### src/rtl/decode_execute_reg_pkg.sv
// Shared ID/EX pipeline definitions: widths, bubble word, field slices, control bundle.
package decode_execute_reg_pkg;

    localparam int          DATA_W     = 16;
    localparam int          REG_ADDR_W = 3;
    localparam int          CNT_W      = 16;
    localparam logic [15:0] NOP_INSTR  = 16'h0800;

    // Register specifier fields inside an instruction word; forwarding uses the same slices.
    localparam int RS_HI = 10;
    localparam int RS_LO = 8;
    localparam int RT_HI = 7;
    localparam int RT_LO = 5;

    // Control that travels with an instruction from decode into execute.
    typedef struct packed {
        logic                  valid;
        logic                  reg_write;
        logic                  mem_read;
        logic [REG_ADDR_W-1:0] writereg;
    } idex_ctrl_t;

    // Control contents of a bubble: nothing valid, nothing written.
    function automatic idex_ctrl_t bubble_ctrl();
        return '0;
    endfunction

endpackage

### src/rtl/decode_execute_reg_if.sv
// Decode-to-execute bus: decode-side inputs, execute-side register outputs, stall status.
interface decode_execute_reg_if #(
    parameter int DATA_W     = decode_execute_reg_pkg::DATA_W,
    parameter int REG_ADDR_W = decode_execute_reg_pkg::REG_ADDR_W,
    parameter int CNT_W      = decode_execute_reg_pkg::CNT_W
) ();
    logic [DATA_W-1:0]     ID_Instr;
    logic                  ID_valid;
    logic                  ID_uses_rs;
    logic                  ID_uses_rt;
    logic [DATA_W-1:0]     ID_read1data;
    logic [DATA_W-1:0]     ID_read2data;
    logic                  ID_regWrite;
    logic                  ID_memRead;
    logic [REG_ADDR_W-1:0] ID_writereg;
    logic                  flush;
    logic                  mem_stall;

    logic [DATA_W-1:0]     IE_Instr_out;
    logic [DATA_W-1:0]     IE_read1data_out;
    logic [DATA_W-1:0]     IE_read2data_out;
    logic                  IE_regWrite_out;
    logic                  IE_memRead_out;
    logic [REG_ADDR_W-1:0] IE_writereg_out;
    logic                  IE_valid_out;
    logic                  stall_out;
    logic [CNT_W-1:0]      lu_stall_count;

    // Pipeline side that drives decode and observes execute.
    modport master (
        output ID_Instr, ID_valid, ID_uses_rs, ID_uses_rt, ID_read1data, ID_read2data,
               ID_regWrite, ID_memRead, ID_writereg, flush, mem_stall,
        input  IE_Instr_out, IE_read1data_out, IE_read2data_out, IE_regWrite_out,
               IE_memRead_out, IE_writereg_out, IE_valid_out, stall_out, lu_stall_count
    );

    // The ID/EX register itself.
    modport slave (
        input  ID_Instr, ID_valid, ID_uses_rs, ID_uses_rt, ID_read1data, ID_read2data,
               ID_regWrite, ID_memRead, ID_writereg, flush, mem_stall,
        output IE_Instr_out, IE_read1data_out, IE_read2data_out, IE_regWrite_out,
               IE_memRead_out, IE_writereg_out, IE_valid_out, stall_out, lu_stall_count
    );
endinterface

### src/rtl/decode_execute_reg_load_use_detect.sv
// Load-use compare: a valid load ahead writes a register the younger instruction reads.
// Pure combinational so a later stage can reuse it with its own control bundle.
module load_use_detect
    import decode_execute_reg_pkg::*;
(
    input  idex_ctrl_t            ahead,
    input  logic                  id_valid,
    input  logic                  id_uses_rs,
    input  logic                  id_uses_rt,
    input  logic [REG_ADDR_W-1:0] id_rs,
    input  logic [REG_ADDR_W-1:0] id_rt,
    output logic                  hazard
);
    logic rs_hit;
    logic rt_hit;

    // Register 0 is compared like any other specifier.
    assign rs_hit = id_uses_rs && (ahead.writereg == id_rs);
    assign rt_hit = id_uses_rt && (ahead.writereg == id_rt);

    assign hazard = ahead.valid && ahead.mem_read && ahead.reg_write && id_valid
                    && (rs_hit || rt_hit);
endmodule

### src/rtl/decode_execute_reg.sv
// ID/EX pipeline register with load-use bubble insertion and a saturating bubble counter.
module decode_execute_reg #(
    parameter int          DATA_W     = decode_execute_reg_pkg::DATA_W,
    parameter int          REG_ADDR_W = decode_execute_reg_pkg::REG_ADDR_W,
    parameter logic [15:0] NOP_INSTR  = decode_execute_reg_pkg::NOP_INSTR,
    parameter int          CNT_W      = decode_execute_reg_pkg::CNT_W
) (
    input  logic                 clk,
    input  logic                 rst_n,
    decode_execute_reg_if.slave  bus
);
    import decode_execute_reg_pkg::*;

    logic [DATA_W-1:0] instr_q;
    logic [DATA_W-1:0] rd1_q;
    logic [DATA_W-1:0] rd2_q;
    idex_ctrl_t        ctrl_q;
    idex_ctrl_t        ctrl_cap;
    logic [CNT_W-1:0]  cnt_q;
    logic              lu_hazard;

    load_use_detect u_lud (
        .ahead      (ctrl_q),
        .id_valid   (bus.ID_valid),
        .id_uses_rs (bus.ID_uses_rs),
        .id_uses_rt (bus.ID_uses_rt),
        .id_rs      (bus.ID_Instr[RS_HI:RS_LO]),
        .id_rt      (bus.ID_Instr[RT_HI:RT_LO]),
        .hazard     (lu_hazard)
    );

    // Control captured from decode; an invalid slot never writes or loads.
    always_comb begin
        ctrl_cap           = bubble_ctrl();
        ctrl_cap.valid     = bus.ID_valid;
        ctrl_cap.reg_write = bus.ID_regWrite & bus.ID_valid;
        ctrl_cap.mem_read  = bus.ID_memRead & bus.ID_valid;
        ctrl_cap.writereg  = bus.ID_writereg;
    end

    // Pipeline register: freeze on mem_stall, bubble on flush or load-use, else capture.
    always_ff @(posedge clk or negedge rst_n) begin
        if (!rst_n) begin
            instr_q <= DATA_W'(NOP_INSTR);
            rd1_q   <= '0;
            rd2_q   <= '0;
            ctrl_q  <= bubble_ctrl();
            cnt_q   <= '0;
        end else if (bus.mem_stall) begin
            instr_q <= instr_q;
        end else if (bus.flush || lu_hazard) begin
            instr_q <= DATA_W'(NOP_INSTR);
            rd1_q   <= '0;
            rd2_q   <= '0;
            ctrl_q  <= bubble_ctrl();
            // A flush squashes the dependent instruction, so it is not a load-use bubble.
            if (!bus.flush && (cnt_q != '1))
                cnt_q <= cnt_q + 1'b1;
        end else begin
            instr_q <= bus.ID_Instr;
            rd1_q   <= bus.ID_read1data;
            rd2_q   <= bus.ID_read2data;
            ctrl_q  <= ctrl_cap;
        end
    end

    // Front-end hold; forced low while reset is asserted.
    assign bus.stall_out = rst_n & (bus.mem_stall | (lu_hazard & ~bus.flush));

    assign bus.IE_Instr_out     = instr_q;
    assign bus.IE_read1data_out = rd1_q;
    assign bus.IE_read2data_out = rd2_q;
    assign bus.IE_regWrite_out  = ctrl_q.reg_write;
    assign bus.IE_memRead_out   = ctrl_q.mem_read;
    assign bus.IE_writereg_out  = ctrl_q.writereg;
    assign bus.IE_valid_out     = ctrl_q.valid;
    assign bus.lu_stall_count   = cnt_q;
endmodule

### src/flat_wrapper.sv
// flat-port wrapper written by rule: the top's interface ports become plain ports
module decode_execute_reg_flat import decode_execute_reg_pkg::*;
#(
    parameter int          DATA_W     = decode_execute_reg_pkg::DATA_W,
    parameter int          REG_ADDR_W = decode_execute_reg_pkg::REG_ADDR_W,
    parameter logic [15:0] NOP_INSTR  = decode_execute_reg_pkg::NOP_INSTR,
    parameter int          CNT_W      = decode_execute_reg_pkg::CNT_W
)
  (clk, rst_n, bus_ID_Instr, bus_ID_valid, bus_ID_uses_rs, bus_ID_uses_rt, bus_ID_read1data, bus_ID_read2data, bus_ID_regWrite, bus_ID_memRead, bus_ID_writereg, bus_flush, bus_mem_stall, bus_IE_Instr_out, bus_IE_read1data_out, bus_IE_read2data_out, bus_IE_regWrite_out, bus_IE_memRead_out, bus_IE_writereg_out, bus_IE_valid_out, bus_stall_out, bus_lu_stall_count);
  decode_execute_reg_if #(.DATA_W(DATA_W), .REG_ADDR_W(REG_ADDR_W), .CNT_W(CNT_W)) bus_i ();
  input  logic clk;
  input  logic rst_n;
  input wire logic [$bits(bus_i.ID_Instr)-1:0] bus_ID_Instr;
  input wire logic [$bits(bus_i.ID_valid)-1:0] bus_ID_valid;
  input wire logic [$bits(bus_i.ID_uses_rs)-1:0] bus_ID_uses_rs;
  input wire logic [$bits(bus_i.ID_uses_rt)-1:0] bus_ID_uses_rt;
  input wire logic [$bits(bus_i.ID_read1data)-1:0] bus_ID_read1data;
  input wire logic [$bits(bus_i.ID_read2data)-1:0] bus_ID_read2data;
  input wire logic [$bits(bus_i.ID_regWrite)-1:0] bus_ID_regWrite;
  input wire logic [$bits(bus_i.ID_memRead)-1:0] bus_ID_memRead;
  input wire logic [$bits(bus_i.ID_writereg)-1:0] bus_ID_writereg;
  input wire logic [$bits(bus_i.flush)-1:0] bus_flush;
  input wire logic [$bits(bus_i.mem_stall)-1:0] bus_mem_stall;
  output wire logic [$bits(bus_i.IE_Instr_out)-1:0] bus_IE_Instr_out;
  output wire logic [$bits(bus_i.IE_read1data_out)-1:0] bus_IE_read1data_out;
  output wire logic [$bits(bus_i.IE_read2data_out)-1:0] bus_IE_read2data_out;
  output wire logic [$bits(bus_i.IE_regWrite_out)-1:0] bus_IE_regWrite_out;
  output wire logic [$bits(bus_i.IE_memRead_out)-1:0] bus_IE_memRead_out;
  output wire logic [$bits(bus_i.IE_writereg_out)-1:0] bus_IE_writereg_out;
  output wire logic [$bits(bus_i.IE_valid_out)-1:0] bus_IE_valid_out;
  output wire logic [$bits(bus_i.stall_out)-1:0] bus_stall_out;
  output wire logic [$bits(bus_i.lu_stall_count)-1:0] bus_lu_stall_count;
  assign bus_i.ID_Instr = bus_ID_Instr;
  assign bus_i.ID_valid = bus_ID_valid;
  assign bus_i.ID_uses_rs = bus_ID_uses_rs;
  assign bus_i.ID_uses_rt = bus_ID_uses_rt;
  assign bus_i.ID_read1data = bus_ID_read1data;
  assign bus_i.ID_read2data = bus_ID_read2data;
  assign bus_i.ID_regWrite = bus_ID_regWrite;
  assign bus_i.ID_memRead = bus_ID_memRead;
  assign bus_i.ID_writereg = bus_ID_writereg;
  assign bus_i.flush = bus_flush;
  assign bus_i.mem_stall = bus_mem_stall;
  assign bus_IE_Instr_out = bus_i.IE_Instr_out;
  assign bus_IE_read1data_out = bus_i.IE_read1data_out;
  assign bus_IE_read2data_out = bus_i.IE_read2data_out;
  assign bus_IE_regWrite_out = bus_i.IE_regWrite_out;
  assign bus_IE_memRead_out = bus_i.IE_memRead_out;
  assign bus_IE_writereg_out = bus_i.IE_writereg_out;
  assign bus_IE_valid_out = bus_i.IE_valid_out;
  assign bus_stall_out = bus_i.stall_out;
  assign bus_lu_stall_count = bus_i.lu_stall_count;
  decode_execute_reg #(.DATA_W(DATA_W), .REG_ADDR_W(REG_ADDR_W), .NOP_INSTR(NOP_INSTR), .CNT_W(CNT_W)) u_core (.clk(clk), .rst_n(rst_n), .bus(bus_i));
endmodule
### config.mk
export PLATFORM = sky130hd
export DESIGN_NAME = decode_execute_reg_flat
export DESIGN_NICKNAME = d
export VERILOG_FILES = /design/src/rtl/decode_execute_reg_pkg.sv /design/src/rtl/decode_execute_reg_if.sv /design/src/rtl/decode_execute_reg_load_use_detect.sv /design/src/rtl/decode_execute_reg.sv /design/src/flat_wrapper.sv
export SDC_FILE = /design/constraint.sdc
export NUM_CORES = 1
export LEC_CHECK = 0
export CAP_MARGIN = 20
export CORE_AREA = 2 2 75 149
export CTS_BUF_LIST = sky130_fd_sc_hd__clkbuf_4 sky130_fd_sc_hd__clkbuf_8
export DETAILED_ROUTE_END_ITERATION = 12
export DIE_AREA = 0 0 77 151
export PLACE_DENSITY = 0.71
export SETUP_SLACK_MARGIN = 0.1
export SYNTH_ARGS = -nofsm -noshare
export SYNTH_HDL_FRONTEND = slang
export SYNTH_SLANG_ARGS = --single-unit
### constraint.sdc
create_clock -name clk -period 6.55 [get_ports clk]
set_clock_uncertainty 0.2 [all_clocks]
set_input_delay 1.965 -clock clk [delete_from_list [all_inputs] [get_ports clk]]
set_output_delay 1.965 -clock clk [all_outputs]
set_load 0.005 [all_outputs]
Word-level counts from Yosys, hierarchy flattened
Cells that the tools add are included.

word-level totals
  register bits = 70
  input bits = 60
  output and inout bits = 71
  logic and storage cells = 34

operators by class
  $add $sub $neg = 1
  equality and inequality tests = 3
  multiplexer cells = 4
  bitwise logic cells = 7
  reduce and logical (&&, ||, !) cells = 11

operators with widths
  cell                                           number
  two-way mux 16 bit                             3
  adder 16 x 1 -> 16 bit, second input constant  1
  != test 16 bit, second input constant          1
  logical AND 1 bit                              7
  equality test 3 bit                            2
  two-way mux 6 bit                              1
  AND 1 bit                                      4
  AND reduction 3 bit                            1
  logical OR 1 bit                               2
  NOT 1 bit                                      2
  zero test 1 bit                                1
  bitwise OR 1 bit                               1

Depth between registers and ports, before layout
  depth after elaboration = 7
  depth in mapped cells = 7
  gate-level depth less buffers = 6

Cells and area by module
From an unflattened synthesis, not the netlist that was laid out.

unflattened totals
  cell total of the unflattened synthesis = 213
  area, all modules = 2790.2 µm²

by module, submodules not included
  module              instances  cells an instance  area an instance (µm²)  sequential area each (µm²)
  decode_execute_reg  1          203                2713.9                  1752.9
  load_use_detect     1          10                 76.3                    0.0

Worst setup path after synthesis
OpenSTA, ideal clock, no wires.

  kind = input port to output port
  start point = input bus_mem_stall
  end point = output bus_stall_out
  arrival = 2964 ps
  required time = 4385 ps
  setup slack = 1421 ps
  cell stages on the path = 4
  path buffers = 3
  cells stage by stage = clkbuf_1 clkbuf_1 clkbuf_1 o21a_1

between the ends
  longest elaborated chain between the ends = 2

RTL lines
  item              line                      text
  start, declared   flat_wrapper.sv:23        input wire logic [$bits(bus_i.mem_stall)-1:0] bus_mem_stall;
  bitwise OR 1 bit  decode_execute_reg.sv:68  assign bus.stall_out = rst_n & (bus.mem_stall | (lu_hazard & ~bus.flush));
  AND 1 bit         decode_execute_reg.sv:68
  end, declared     flat_wrapper.sv:31        output wire logic [$bits(bus_i.stall_out)-1:0] bus_stall_out;

Every way passes these cells.

Worst setup path in the final report
  start point = input bus_ID_Instr[10]
  end point = output bus_stall_out

between the ends
  longest elaborated chain between the ends = 7

RTL lines
  item                 line                                      text
  start, declared      flat_wrapper.sv:13                        input wire logic [$bits(bus_i.ID_Instr)-1:0] bus_ID_Instr;
  equality test 3 bit  decode_execute_reg_load_use_detect.sv:18  assign rs_hit = id_uses_rs && (ahead.writereg == id_rs);
  logical AND 1 bit    decode_execute_reg_load_use_detect.sv:18
  logical OR 1 bit     decode_execute_reg_load_use_detect.sv:22  && (rs_hit || rt_hit);
  logical AND 1 bit    decode_execute_reg_load_use_detect.sv:22
  AND 1 bit            decode_execute_reg.sv:68
  bitwise OR 1 bit     decode_execute_reg.sv:68
  AND 1 bit            decode_execute_reg.sv:68

Every way passes these cells.

==> metrics.cfg <==
[route]
drcViolationCount=0
drtPass1Iterations=4
wl_per_cell_um=15.2
vias=2479
antenna_left=0
wl_um=8010
vias_per_cell=4.70
first_iter_violations=102

[clock_network]
htree_levels=3
root_buffer=clkbuf_8
holdBufCountCts=0
clock-sinks=70
post_cts_resized=0
clk_latency_ns=0.35
cts_tree=done
clockBufferDepth=2
post_cts_buffers=0
cts_buffers=9
path_clk_slew_ns=0.08

[grt]
grt_antenna_before_repair=0
grt_max_degree=110
first_global_vias=2525
grt.overflow.total=0
grt_pass1_wl_um=12800
grt_usage=0.142

[worst_setup_path]
crit_fanout=2
critical_path.cell_chain=clkdlybuf4s50_1, xnor2_1, nand4_1, a21oi_1, nor2b_1, o21a_1, clkdlybuf4s50_1
critPathMaxStageDelay_ns=0.49
end_kind=primary output
worst_path_max_delay_cell=clkdlybuf4s50_1
crit_arrival_ns=3.97
setup.worst_path.start_class=primary input
required_ns=4.39
crit_type=in2out
timing.critical_path.mode_cell=clkdlybuf4s50_1

[floorplan]
dieHeight_um=151
core_um2=10500
die_width_um=77
start_util=0.297
rows=53
fp.dieArea_um2=11600
num_io_pins=131

[final_layout]
fin_util=0.452
final_common_cell=clkdlybuf4s50_1
num-nets-final=446
mostFrequentLayoutCells=clkdlybuf4s50_1 (128), dfrtp_1 (69), nor2b_1 (53)
diodes=0
drive_above_1_share=0.0769
area_delta_synth_final_pct=52.5
fill_cells=1041

[power_and_ir_drop]
p_int_mw=0.742
p_sw_mw=0.241
p_sw_frac=0.245
p_leak_nw=1.99
vdd_drop_max_mv=0.191
seq_power_share=0.481
clockPowerShare=0.352
p_per_area_nw_per_um2=208
p_comb_frac=0.166

[run_status]
status=complete, no violations

[yosys]
ys_seq_area_frac=0.564
netlist_instances=259
synthesis.nets=320
synth_cell_types=25
yosys_warnings=0
syn_avg_cell_area_um2=12.0
syn_area_um2=3110
ys_ff_latch=70

[timing]
slew_viol_final=0
slew-limit-headroom=0.330
post-route-period-util=0.937
max_freq_mhz=163
worstMarginPinSlew_ns=1.01
fin_crit_ns=6.13
hold_ws_ns=0.307
finalSetupViolations=0
finalSetupTns_ns=0
final_hold_viol_count=0
setup_ws_ns=0.415
rsz0062_at_grt=false

[placement]
io_buffer_count=130
hpwl_um=5680
routabilityCongestion=0.707
post-place-ws_ns=0.440

[flow_run]
max_cap_viol_count=0

[worst_hold_path]
worstHoldPathType=reg2reg

-- critical path, delay by kind of cell --
kind	cells	cell delay, ns
compound gates	2	0.40
xor+xnor	1	0.21
buf+inv	2	0.92
simple gates	2	0.47
-- final timing paths --
kind / start / endpoint / slack [ns] / cells after the start
setup / recovery: bus_ID_Instr[10] / bus_stall_out / 0.42 / 7
hold / removal: u_core.bus.lu_stall_count[7]$_DFFE_PN0P_ / u_core.bus.lu_stall_count[7]$_DFFE_PN0P_ / 0.31 / 1
setup reg to reg: u_core.bus.lu_stall_count[0]$_DFFE_PN0P_ / u_core.bus.lu_stall_count[1]$_DFFE_PN0P_ / 4.18 / 5
hold reg to reg: u_core.bus.lu_stall_count[7]$_DFFE_PN0P_ / u_core.bus.lu_stall_count[7]$_DFFE_PN0P_ / 0.31 / 1
max in group asynchronous: rst_n / u_core.bus.IE_writereg_out[2]$_DFFE_PN0N_ / 3.90 / 2
min in group asynchronous: rst_n / u_core.bus.IE_read1data_out[7]$_DFFE_PN0N_ / 1.66 / 2
-- layer usage --
metal / wire length, µm / up-vias / track usage
met5: 0 / - / 0
met4: 159 / 0 / 0.0571
met3: 450 / 11 / 0.0441
met2: 4120 / 85 / 0.238
met1: 3290 / 1210 / 0.169
li1: - / 1173 / -
-- power groups by stage --
stage | logic (mW) | registers, mW | clock network (mW)
5_1_grt | 0.177 | 0.477 | 0.379
3_3_place_gp | 0.161 | 0.481 | 0
3_5_place_dp | 0.166 | 0.482 | 0
6_report | 0.163 | 0.473 | 0.347
4_1_cts | 0.167 | 0.474 | 0.362
2_1_floorplan | 0.0535 | 0.483 | 0
-- through the flow --
step	cell area (µm²)	instances	power (mW)
final	4740	527	0.984
after floorplan	3110	259	0.536
after detailed placement	4550	511	0.648
after global routing	4740	527	1.03
after CTS	4740	527	1.00
after global placement	4520	510	0.642
-- cell usage after synthesis --
cell type / n / share of area
a21oi_1: 2 / 0.0032
a221oi_4: 1 / 0.0085
a22o_1: 51 / 0.14
and2_1: 1 / 0.0020
and3_1: 6 / 0.012
and3_4: 3 / 0.011
and4_1: 1 / 0.0028
buf_2: 5 / 0.0081
buf_6: 1 / 0.0036
clkbuf_1: 13 / 0.016
dfrtp_1: 69 / 0.56
dfstp_2: 1 / 0.0085
ha_1: 1 / 0.0040
mux2_2: 2 / 0.0072
nand2_1: 9 / 0.011
nand2b_1: 2 / 0.0040
nand3_1: 1 / 0.0016
nand4_1: 11 / 0.022
nor2_1: 2 / 0.0024
nor2_2: 1 / 0.0020
nor2b_1: 53 / 0.11
o21a_1: 1 / 0.0024
o41ai_1: 2 / 0.0056
xnor2_1: 19 / 0.054
xor2_1: 1 / 0.0028
-- cell families after synthesis --
group,count (synthesis),synth area share
compound gates,57,0.163
fa+ha+maj,1,0.00403
simple gates,90,0.178
xor+xnor,20,0.0564
flops,70,0.564
buf+inv,19,0.0274
mux,2,0.00725
-- flip-flops by register name (all words and copies together), names as in the netlist --
register / count
u_core.bus.IE_Instr_out: 16
u_core.bus.IE_memRead_out: 1
u_core.bus.IE_read1data_out: 16
u_core.bus.IE_read2data_out: 16
u_core.bus.IE_regWrite_out: 1
u_core.bus.IE_valid_out: 1
u_core.bus.IE_writereg_out: 3
u_core.bus.lu_stall_count: 16
-- final cells by class --
type / instances / area [µm²] / share of cell area
Sequential cell: 70 / 1750 / 0.370
Tap cell: 137 / 171 / 0.0362
Clock inverter: 6 / 62.6 / 0.0132
Timing Repair Buffer: 134 / 1350 / 0.284
Clock buffer: 10 / 131 / 0.0277
Multi-Input combinational cell: 170 / 1270 / 0.269
Power figures use the tool's default switching activity.
==> RTL change (same settings) <==
Make the reset (`rst_n`) synchronous in one clocked block.
--- a/src/rtl/decode_execute_reg.sv
+++ b/src/rtl/decode_execute_reg.sv
@@ -39,7 +39,7 @@
     end
 
     // Pipeline register: freeze on mem_stall, bubble on flush or load-use, else capture.
-    always_ff @(posedge clk or negedge rst_n) begin
+    always_ff @(posedge clk) begin
         if (!rst_n) begin
             instr_q <= DATA_W'(NOP_INSTR);
             rd1_q   <= '0;
Function: differs if rst_n is asserted again (counterexample within 4 cycles, from zero or initial values and one cycle with rst_n low); with rst_n held inactive, the same outputs for 10 cycles.
==> RTL change against the unedited design <==
  * Wire length fell by 2.5%
  * Sequential cell count is the same
  * Synthesized area decreased by 19%
  * Non-clock buffer count is 1 lower
  * Setup slack improved by 46 ps
  * Final area fell by 11%
  * Count of clock-buffer cells in the layout up 3
  * Power is essentially flat
  * Critical endpoint unchanged
  * Largest cell class unchanged
==> RTL change: results (changes against the unedited design) <==
Fill cells: 1057 (was 1041)
Share of synthesized flip-flops with an asynchronous set or reset: 0% (was 100%)
FF-to-FF setup slack: 3930 ps (was 4180 ps)
Fraction of synthesized area in multiplexers: 0% (was 0.725%)
Xor/xnor cell area share of the yosys netlist: 2.09% (was 5.64%)
Start point of the worst min-delay path: u_core.bus.IE_Instr_out[11] (was u_core.bus.lu_stall_count[7])
Vias in the first global route: 2398 (was 2525)
Status: finished clean (unchanged)
Top cells by count, synth: dfxtp_1, a22o_1, a21oi_1 (was dfrtp_1, nor2b_1, a22o_1)
Sw Share: 20.0% (was 24.5%)
Syn_nets: 291 (was 320)
Post-synthesis sequential area ratio: 55.7% (was 56.4%)
Primary flip-flop cell chosen by synthesis mapping: dfxtp_1 (was dfrtp_1)
Hold endpoint: u_core.bus.IE_Instr_out[11] (was u_core.bus.lu_stall_count[7])
Non-clock buffers, area share: 31.7% (was 28.4%)
Detailed router's first-iteration violation count: 60 (was 102)
Largest net degree at the start of global routing: 55 (was 110)
Clock-cell share of area: 6.08% (was 4.09%)
DPL Wire Length: 5620 µm (was 5680 µm)
Worst reg2reg endpoint: u_core.bus.lu_stall_count[7] (was u_core.bus.lu_stall_count[1])
Worst R2R Start: u_core.bus.IE_writereg_out[2] (was u_core.bus.lu_stall_count[0])
Instance area at placement: 3940 µm² (was 4550 µm²)
Net count of the finished layout: 418 (was 446)
Storage cell area: 1400 µm² (was 1750 µm²)
Multi-input gate share of total cell area: 24.4% (was 26.9%)
Final core utilization: 40.3% (was 45.2%)
Multi-input gate count: 137 (was 170)
GP Congestion: 0.774 (was 0.707)
Sequential cell count of the final layout: 70 (unchanged)
Avg WL per Cell: 15.7 µm (was 15.2 µm)
Most area-consuming cells after synthesis: dfxtp_1, a22o_1, a21oi_1, o31ai_1, or4_1 (was dfrtp_1, a22o_1, nor2b_1, xnor2_1, nand4_1)
Via density per instance: 4.82 (was 4.70)
Layout cells sized above 1: 6.08% (was 7.69%)
Number of distinct standard cells referenced by the synthesized netlist: 32 (was 25)
Post-Synth Adder-Cell Area: 0.497% (was 0.403%)
Leakage: 1.47 nW (was 1.99 nW)
## RTL change: routing by layer
metal / vias up / GRT usage, % / share of wire [%]
met5: - / 0 / 0
met4: 0 / 5.63 / 1.9
met3: 10 / 5.54 / 8.1
met2: 111 / 23.8 / 52
met1: 1132 / 14.0 / 38
li1: 1150 / - / -
## RTL change: worst max-delay path by stage
stage	start	to	slack, ps	cells after the start
after floorplan	bus_ID_Instr[9]	bus_stall_out	1720	5
final	bus_ID_Instr[10]	bus_stall_out	460	7
after global placement	bus_ID_Instr[10]	bus_stall_out	460	7
after detailed placement	bus_ID_Instr[10]	bus_stall_out	430	7
after CTS	bus_ID_Instr[10]	bus_stall_out	440	7
after global routing	bus_ID_Instr[10]	bus_stall_out	370	7
## RTL change: stage by stage
| stage | setup WS (ps) | instances |
|---|---|---|
| 5_1_grt | 368 | 499 |
| 6_report | 461 | 499 |
| 3_3_place_gp | 462 | 482 |
| 2_1_floorplan | 1720 | 230 |
| 4_1_cts | 440 | 498 |
| 3_5_place_dp | 432 | 482 |
